$ cat config.mk
export PLATFORM = sky130hd
export DESIGN_NAME = axi_lite_slave_bridge
export DESIGN_NICKNAME = d
export VERILOG_FILES = /design/src/rtl/axi_lite_slave_bridge.sv
export SDC_FILE = /design/constraint.sdc
export NUM_CORES = 1
export LEC_CHECK = 0
export BUFFER_PORTS_ARGS = -buffer_cell sky130_fd_sc_hd__buf_2
export CORE_ASPECT_RATIO = 2
export CORE_UTILIZATION = 46
export DETAILED_ROUTE_END_ITERATION = 10
export PLACE_DENSITY_LB_ADDON = 0.05
export SYNTH_ARGS = -nofsm -noshare
export SYNTH_HDL_FRONTEND = slang
export SYNTH_SLANG_ARGS = --single-unit
$ cat constraint.sdc
create_clock -name clk -period 1.97 [get_ports clk]
set_clock_uncertainty 0.2 [all_clocks]
set_input_delay 0 -clock clk [delete_from_list [all_inputs] [get_ports clk]]
set_output_delay 0 -clock clk [all_outputs]
set_load 0.02 [all_outputs]
$ cat src/rtl/axi_lite_slave_bridge.sv
// AXI4-Lite slave front end driving the accelerator's flat single-cycle register/BRAM bus.
// Optional AXI_BRIDGE_SLVERR_EN: out-of-range or misaligned accesses get SLVERR with no core pulse.
module axi_lite_slave_bridge #(
  parameter int ADDR_WIDTH = 20,
  parameter int RD_LATENCY = 1,
  parameter int HIGH_ADDR  = 547922
) (
  input  logic                  clk,
  input  logic                  rst_n,
  input  logic [ADDR_WIDTH-1:0] s_awaddr,
  input  logic                  s_awvalid,
  output logic                  s_awready,
  input  logic [31:0]           s_wdata,
  input  logic [3:0]            s_wstrb,
  input  logic                  s_wvalid,
  output logic                  s_wready,
  output logic [1:0]            s_bresp,
  output logic                  s_bvalid,
  input  logic                  s_bready,
  input  logic [ADDR_WIDTH-1:0] s_araddr,
  input  logic                  s_arvalid,
  output logic                  s_arready,
  output logic [31:0]           s_rdata,
  output logic [1:0]            s_rresp,
  output logic                  s_rvalid,
  input  logic                  s_rready,
  output logic                  axi_wr_en,
  output logic [ADDR_WIDTH-1:0] axi_wr_addr,
  output logic [31:0]           axi_wr_data,
  output logic [3:0]            axi_wr_strobe,
  output logic                  axi_rd_en,
  output logic [ADDR_WIDTH-1:0] axi_rd_addr,
  input  logic [31:0]           axi_rd_data
);

  localparam logic [1:0] R_IDLE = 2'd0;
  localparam logic [1:0] R_WAIT = 2'd1;
  localparam logic [1:0] R_RESP = 2'd2;

  localparam logic [2:0]          RD_LAT     = 3'(RD_LATENCY);
  localparam logic [ADDR_WIDTH:0] HIGH_LIMIT = (ADDR_WIDTH + 1)'(HIGH_ADDR);

`ifdef AXI_BRIDGE_SLVERR_EN
  localparam bit SLVERR_EN = 1'b1;
`else
  localparam bit SLVERR_EN = 1'b0;
`endif

  function automatic logic addr_bad(input logic [ADDR_WIDTH-1:0] a);
    return SLVERR_EN && (({1'b0, a} >= HIGH_LIMIT) || (a[1:0] != 2'b00));
  endfunction

  // ---------------- write path ----------------
  logic                  aw_full_reg;
  logic [ADDR_WIDTH-1:0] aw_addr_reg;
  logic                  w_full_reg;
  logic [31:0]           w_data_reg;
  logic [3:0]            w_strb_reg;
  logic                  wr_busy_reg;
  logic                  wr_err_reg;

  logic                  aw_hs;
  logic                  w_hs;
  logic                  wr_issue;
  logic                  wr_err_now;
  logic [ADDR_WIDTH-1:0] aw_addr_sel;
  logic [31:0]           w_data_sel;
  logic [3:0]            w_strb_sel;

  assign s_awready = ~aw_full_reg;
  assign s_wready  = ~w_full_reg;
  assign aw_hs     = s_awvalid & ~aw_full_reg;
  assign w_hs      = s_wvalid & ~w_full_reg;

  // Bypass the holding registers so a same-cycle AW+W pair issues on the very next cycle.
  assign aw_addr_sel = aw_full_reg ? aw_addr_reg : s_awaddr;
  assign w_data_sel  = w_full_reg ? w_data_reg : s_wdata;
  assign w_strb_sel  = w_full_reg ? w_strb_reg : s_wstrb;
  assign wr_issue    = (aw_full_reg | aw_hs) & (w_full_reg | w_hs) & ~s_bvalid & ~wr_busy_reg;
  assign wr_err_now  = addr_bad(aw_addr_sel);

  always_ff @(posedge clk or negedge rst_n) begin
    if (!rst_n) begin
      aw_full_reg   <= 1'b0;
      aw_addr_reg   <= '0;
      w_full_reg    <= 1'b0;
      w_data_reg    <= '0;
      w_strb_reg    <= '0;
      wr_busy_reg   <= 1'b0;
      wr_err_reg    <= 1'b0;
      axi_wr_en     <= 1'b0;
      axi_wr_addr   <= '0;
      axi_wr_data   <= '0;
      axi_wr_strobe <= '0;
      s_bvalid      <= 1'b0;
      s_bresp       <= 2'b00;
    end else begin
      if (wr_issue) begin
        aw_full_reg <= 1'b0;
      end else if (aw_hs) begin
        aw_full_reg <= 1'b1;
        aw_addr_reg <= s_awaddr;
      end

      if (wr_issue) begin
        w_full_reg <= 1'b0;
      end else if (w_hs) begin
        w_full_reg <= 1'b1;
        w_data_reg <= s_wdata;
        w_strb_reg <= s_wstrb;
      end

      // wr_busy_reg tracks the issue slot even when the core pulse is suppressed,
      // so error responses keep normal timing.
      wr_busy_reg <= wr_issue;
      axi_wr_en   <= wr_issue & ~wr_err_now;
      if (wr_issue) begin
        axi_wr_addr   <= aw_addr_sel;
        axi_wr_data   <= w_data_sel;
        axi_wr_strobe <= w_strb_sel;
        wr_err_reg    <= wr_err_now;
      end

      if (wr_busy_reg) begin
        s_bvalid <= 1'b1;
        s_bresp  <= wr_err_reg ? 2'b10 : 2'b00;
      end else if (s_bready) begin
        s_bvalid <= 1'b0;
      end
    end
  end

  // ---------------- read path ----------------
  logic [1:0] rd_state_reg;
  logic [2:0] rd_cnt_reg;
  logic       rd_err_reg;
  logic       ar_hs;

  assign s_arready = (rd_state_reg == R_IDLE);
  assign ar_hs     = s_arvalid & s_arready;

  always_ff @(posedge clk or negedge rst_n) begin
    if (!rst_n) begin
      rd_state_reg <= R_IDLE;
      rd_cnt_reg   <= '0;
      rd_err_reg   <= 1'b0;
      axi_rd_en    <= 1'b0;
      axi_rd_addr  <= '0;
      s_rvalid     <= 1'b0;
      s_rdata      <= '0;
      s_rresp      <= 2'b00;
    end else begin
      axi_rd_en <= 1'b0;
      case (rd_state_reg)
        R_IDLE: begin
          if (ar_hs) begin
            // axi_rd_addr only ever changes here, so combinational core reads stay stable.
            axi_rd_addr  <= s_araddr;
            rd_err_reg   <= addr_bad(s_araddr);
            axi_rd_en    <= ~addr_bad(s_araddr);
            rd_cnt_reg   <= RD_LAT;
            rd_state_reg <= R_WAIT;
          end
        end
        R_WAIT: begin
          if (rd_cnt_reg == 3'd0) begin
            s_rdata      <= rd_err_reg ? 32'h0 : axi_rd_data;
            s_rresp      <= rd_err_reg ? 2'b10 : 2'b00;
            s_rvalid     <= 1'b1;
            rd_state_reg <= R_RESP;
          end else begin
            rd_cnt_reg <= rd_cnt_reg - 3'd1;
          end
        end
        R_RESP: begin
          if (s_rready) begin
            s_rvalid     <= 1'b0;
            rd_state_reg <= R_IDLE;
          end
        end
        default: rd_state_reg <= R_IDLE;
      endcase
    end
  end

endmodule

==> flow_summary.json <==
{
  "synthTopCellsByArea": "dfrtp_1 59%, mux2_2 26%, mux2_4 6.1%, mux2_1 3.0%, buf_4 1.1%",
  "netSwitchingPower_mw": 6.53,
  "root_buffer": "clkbuf_16",
  "place_congestion": 0.758,
  "critPathRequiredTime_ns": 2.07,
  "ys_seq_area_share_pct": 59.0,
  "clk_pin_slew_worst_paths_ns": 0.06,
  "synth_area_per_cell_um2": 16.0,
  "num_vias": 5197,
  "fin_crit_sh_pct": 99.5,
  "p_leak_nw": 5.09,
  "dieArea_um2": 16700,
  "io_buffers": 229,
  "relSlewSlack_pct": 63.4,
  "internal_power_mw": 11.9,
  "yosysTopAreaCell": "dfrtp_1",
  "drive_gt1_share_pct": 58.7,
  "yosysMostFrequentCell": "dfrtp_1",
  "rsz0062_at_grt": "yes",
  "antenna_found_initial": 1,
  "combPwrFrac_pct": 46.8,
  "synth_top_cell_area_share_pct": 59.0,
  "nets": 946,
  "crit_fanout": 8,
  "grt_pass1_vias": 5836,
  "finalWirelength_mm": 17.7,
  "yosysWarnings": 0,
  "power_frac_clock_pct": 18.1,
  "num_rows": 65,
  "finalSetupViolCount": 0,
  "drt-wirelength-per-cell_um": 17.0,
  "final_max_slew_viol_count": 0,
  "dr.pass1.iters": 4,
  "crit_type": "flop to flop",
  "core_area_um2": 15800,
  "die_h_um": 182,
  "die_w_um": 91.8,
  "synth_edf_count": 0,
  "switching_share_pct": 35.3,
  "async_flop_share_pct": 100,
  "maxCapViolCount": 0,
  "fill_cells": 1161,
  "endpoint_kind": "flop",
  "hold_ws_ns": 0.140,
  "grt_pass1_wl_mm": 28.3,
  "drc": 0,
  "synth_ff_type": "dfrtp_1",
  "syn2layout_area_growth_pct": 46.0,
  "overflow": 0,
  "clock_path_buffers": 2,
  "hold_viol_final": 0,
  "setup_slack_ns": 0.00889,
  "fin_crit_ns": 1.96,
  "via_per_inst": 4.98,
  "netlist_area_um2": 7420,
  "worstHoldPathType": "input pin to flop",
  "p_seq_share_pct": 35.0,
  "cts_inserted_buffers": 17,
  "ys_seq_elements": 175,
  "power.density_nw_per_um2": 1700,
  "worst_ir_drop_vdd_mv": 1.08,
  "outcome": "complete, no violations",
  "final-seq-area_um2": 4380,
  "max_freq_ghz": 0.510,
  "cts_tree": "yes",
  "multi_input_area_um2": 2910,
  "syn-instance-count": 465,
  "clock-sinks": 175,
  "start_util_pct": 47.0,
  "ios": 234,
  "arrival_ns": 2.06,
  "grt_usage_pct": 21.8,
  "grt_max_degree": 53,
  "place_hpwl_mm": 11.6,
  "drt_iter0_drc": 144,
  "pre_cts_ws_ns": 0.0455,
  "tightestPinTransition_ns": 0.548,
  "insertion_delay_ns": 0.42,
  "synth_commonest_cells": "175 x dfrtp_1, 170 x mux2_2, 30 x mux2_4, 20 x mux2_1, 12 x buf_2",
  "synthDistinctLibCells": 29,
  "start_kind": "flop",
  "ant_nets": 0,
  "cts-htree-levels": 4
}
==> worst paths after layout <==
| path | from | to | slack (ns) | cells after the start |
|---|---|---|---|---|
| setup / recovery | rd_cnt_reg[0] | s_rdata[13] | 0.009 | 7 |
| hold / removal | axi_rd_data[12] | s_rdata[12] | 0.14 | 3 |
| setup reg to reg | rd_cnt_reg[0] | s_rdata[13] | 0.009 | 7 |
| hold reg to reg | axi_wr_data[27] | axi_wr_data[27] | 0.28 | 1 |
| max in group asynchronous | rst_n | aw_addr_reg[17] | 0.47 | 4 |
| min in group asynchronous | rst_n | axi_wr_data[15] | 0.42 | 3 |
==> power groups by stage <==
stage | registers [mW] | logic, mW | clock network [mW]
after floorplan | 7.77 | 4.36 | 0
after global placement | 6.42 | 8.01 | 0
after detailed placement | 6.51 | 8.18 | 0
after CTS | 6.47 | 8.40 | 3.45
after global routing | 6.72 | 9.22 | 3.59
final | 6.47 | 8.65 | 3.35
==> metrics by stage <==
stage / util, % / total power, mW / instances / area, um^2 / TNS (ns)
2_1_floorplan: - / 12.1 / 468 / 7430 / 0
3_3_place_gp: 56.6 / 14.4 / 888 / 8930 / 0
3_5_place_dp: 56.6 / 14.7 / 888 / 8930 / 0
4_1_cts: 67.7 / 18.3 / 1036 / 10700 / 0
5_1_grt: 68.7 / 19.5 / 1044 / 10800 / -0.948
6_report: 68.7 / 18.5 / 1044 / 10800 / 0
==> logic make-up after synthesis <==
| group | Yosys count | synth area share, % |
|---|---|---|
| and+or+nand+nor | 16 | 1.43 |
| DFF | 175 | 59.0 |
| other | 1 | 0.0505 |
| buffers and inverters | 36 | 2.88 |
| muxes | 222 | 35.2 |
| AOI/OAI and AO/OA | 13 | 1.15 |
| adders and majority gates | 2 | 0.337 |
==> area by class of cell <==
class / count / area share [%]
Antenna cell: 1 / 0.0231
Multi-Input combinational cell: 257 / 26.8
Timing Repair Buffer: 370 / 24.7
Sequential cell: 175 / 40.4
Tap cell: 201 / 2.32
Clock buffer: 20 / 4.21
Clock inverter: 12 / 1.23
Inverter: 8 / 0.277
==> worst max-delay path, stage by stage, from the launching register on <==
cell       delay [ns]
dfrtp_1          0.40
inv_2            0.09
ha_4             0.15
nand2b_4         0.06
nor3_4           0.29
buf_12           0.16
clkbuf_16        0.15
mux2_2           0.33
==> repair_timing <==
action,CTS,global route
setup endpoints to repair,0,30
buffers inserted,0,4
endpoints found under the hold margin,349,0
resized for setup,0,13
hold buffers,116,0
==> layout by cell type (no fill, tap or decap), types with 2 or more instances in the layout <==
master / synthesis / layout
buf_2: 12 / 228
dfrtp_1: 175 / 175
mux2_2: 170 / 162
dlygate4sd3_1: 0 / 116
mux2_4: 30 / 38
mux2_1: 20 / 20
clkbuf_16: 0 / 19
buf_12: 0 / 11
buf_4: 11 / 11
nor2_1: 6 / 6
inv_1: 8 / 6
o21ai_0: 4 / 4
conb_1: 1 / 4
a21oi_1: 3 / 3
clkinv_2: 0 / 3
inv_6: 0 / 3
inv_2: 0 / 2
mux2i_1: 2 / 2
nand2_1: 2 / 2
clkinv_4: 0 / 2
clkinvlp_4: 0 / 2
bufinv_16: 0 / 2
clkbuf_8: 0 / 2
buf_6: 3 / 2
==> layer usage <==
metal / GRT usage [%] / wire length, um / part of all wire, % / up-vias
met5: 0 / 0 / 0 / -
met4: 9.81 / 600 / 3.4 / 0
met3: 5.15 / 818 / 4.6 / 35
met2: 40.1 / 9730 / 55 / 174
met1: 23.4 / 6560 / 37 / 2617
li1: - / - / - / 2371
(Power assumes the default switching activity.)
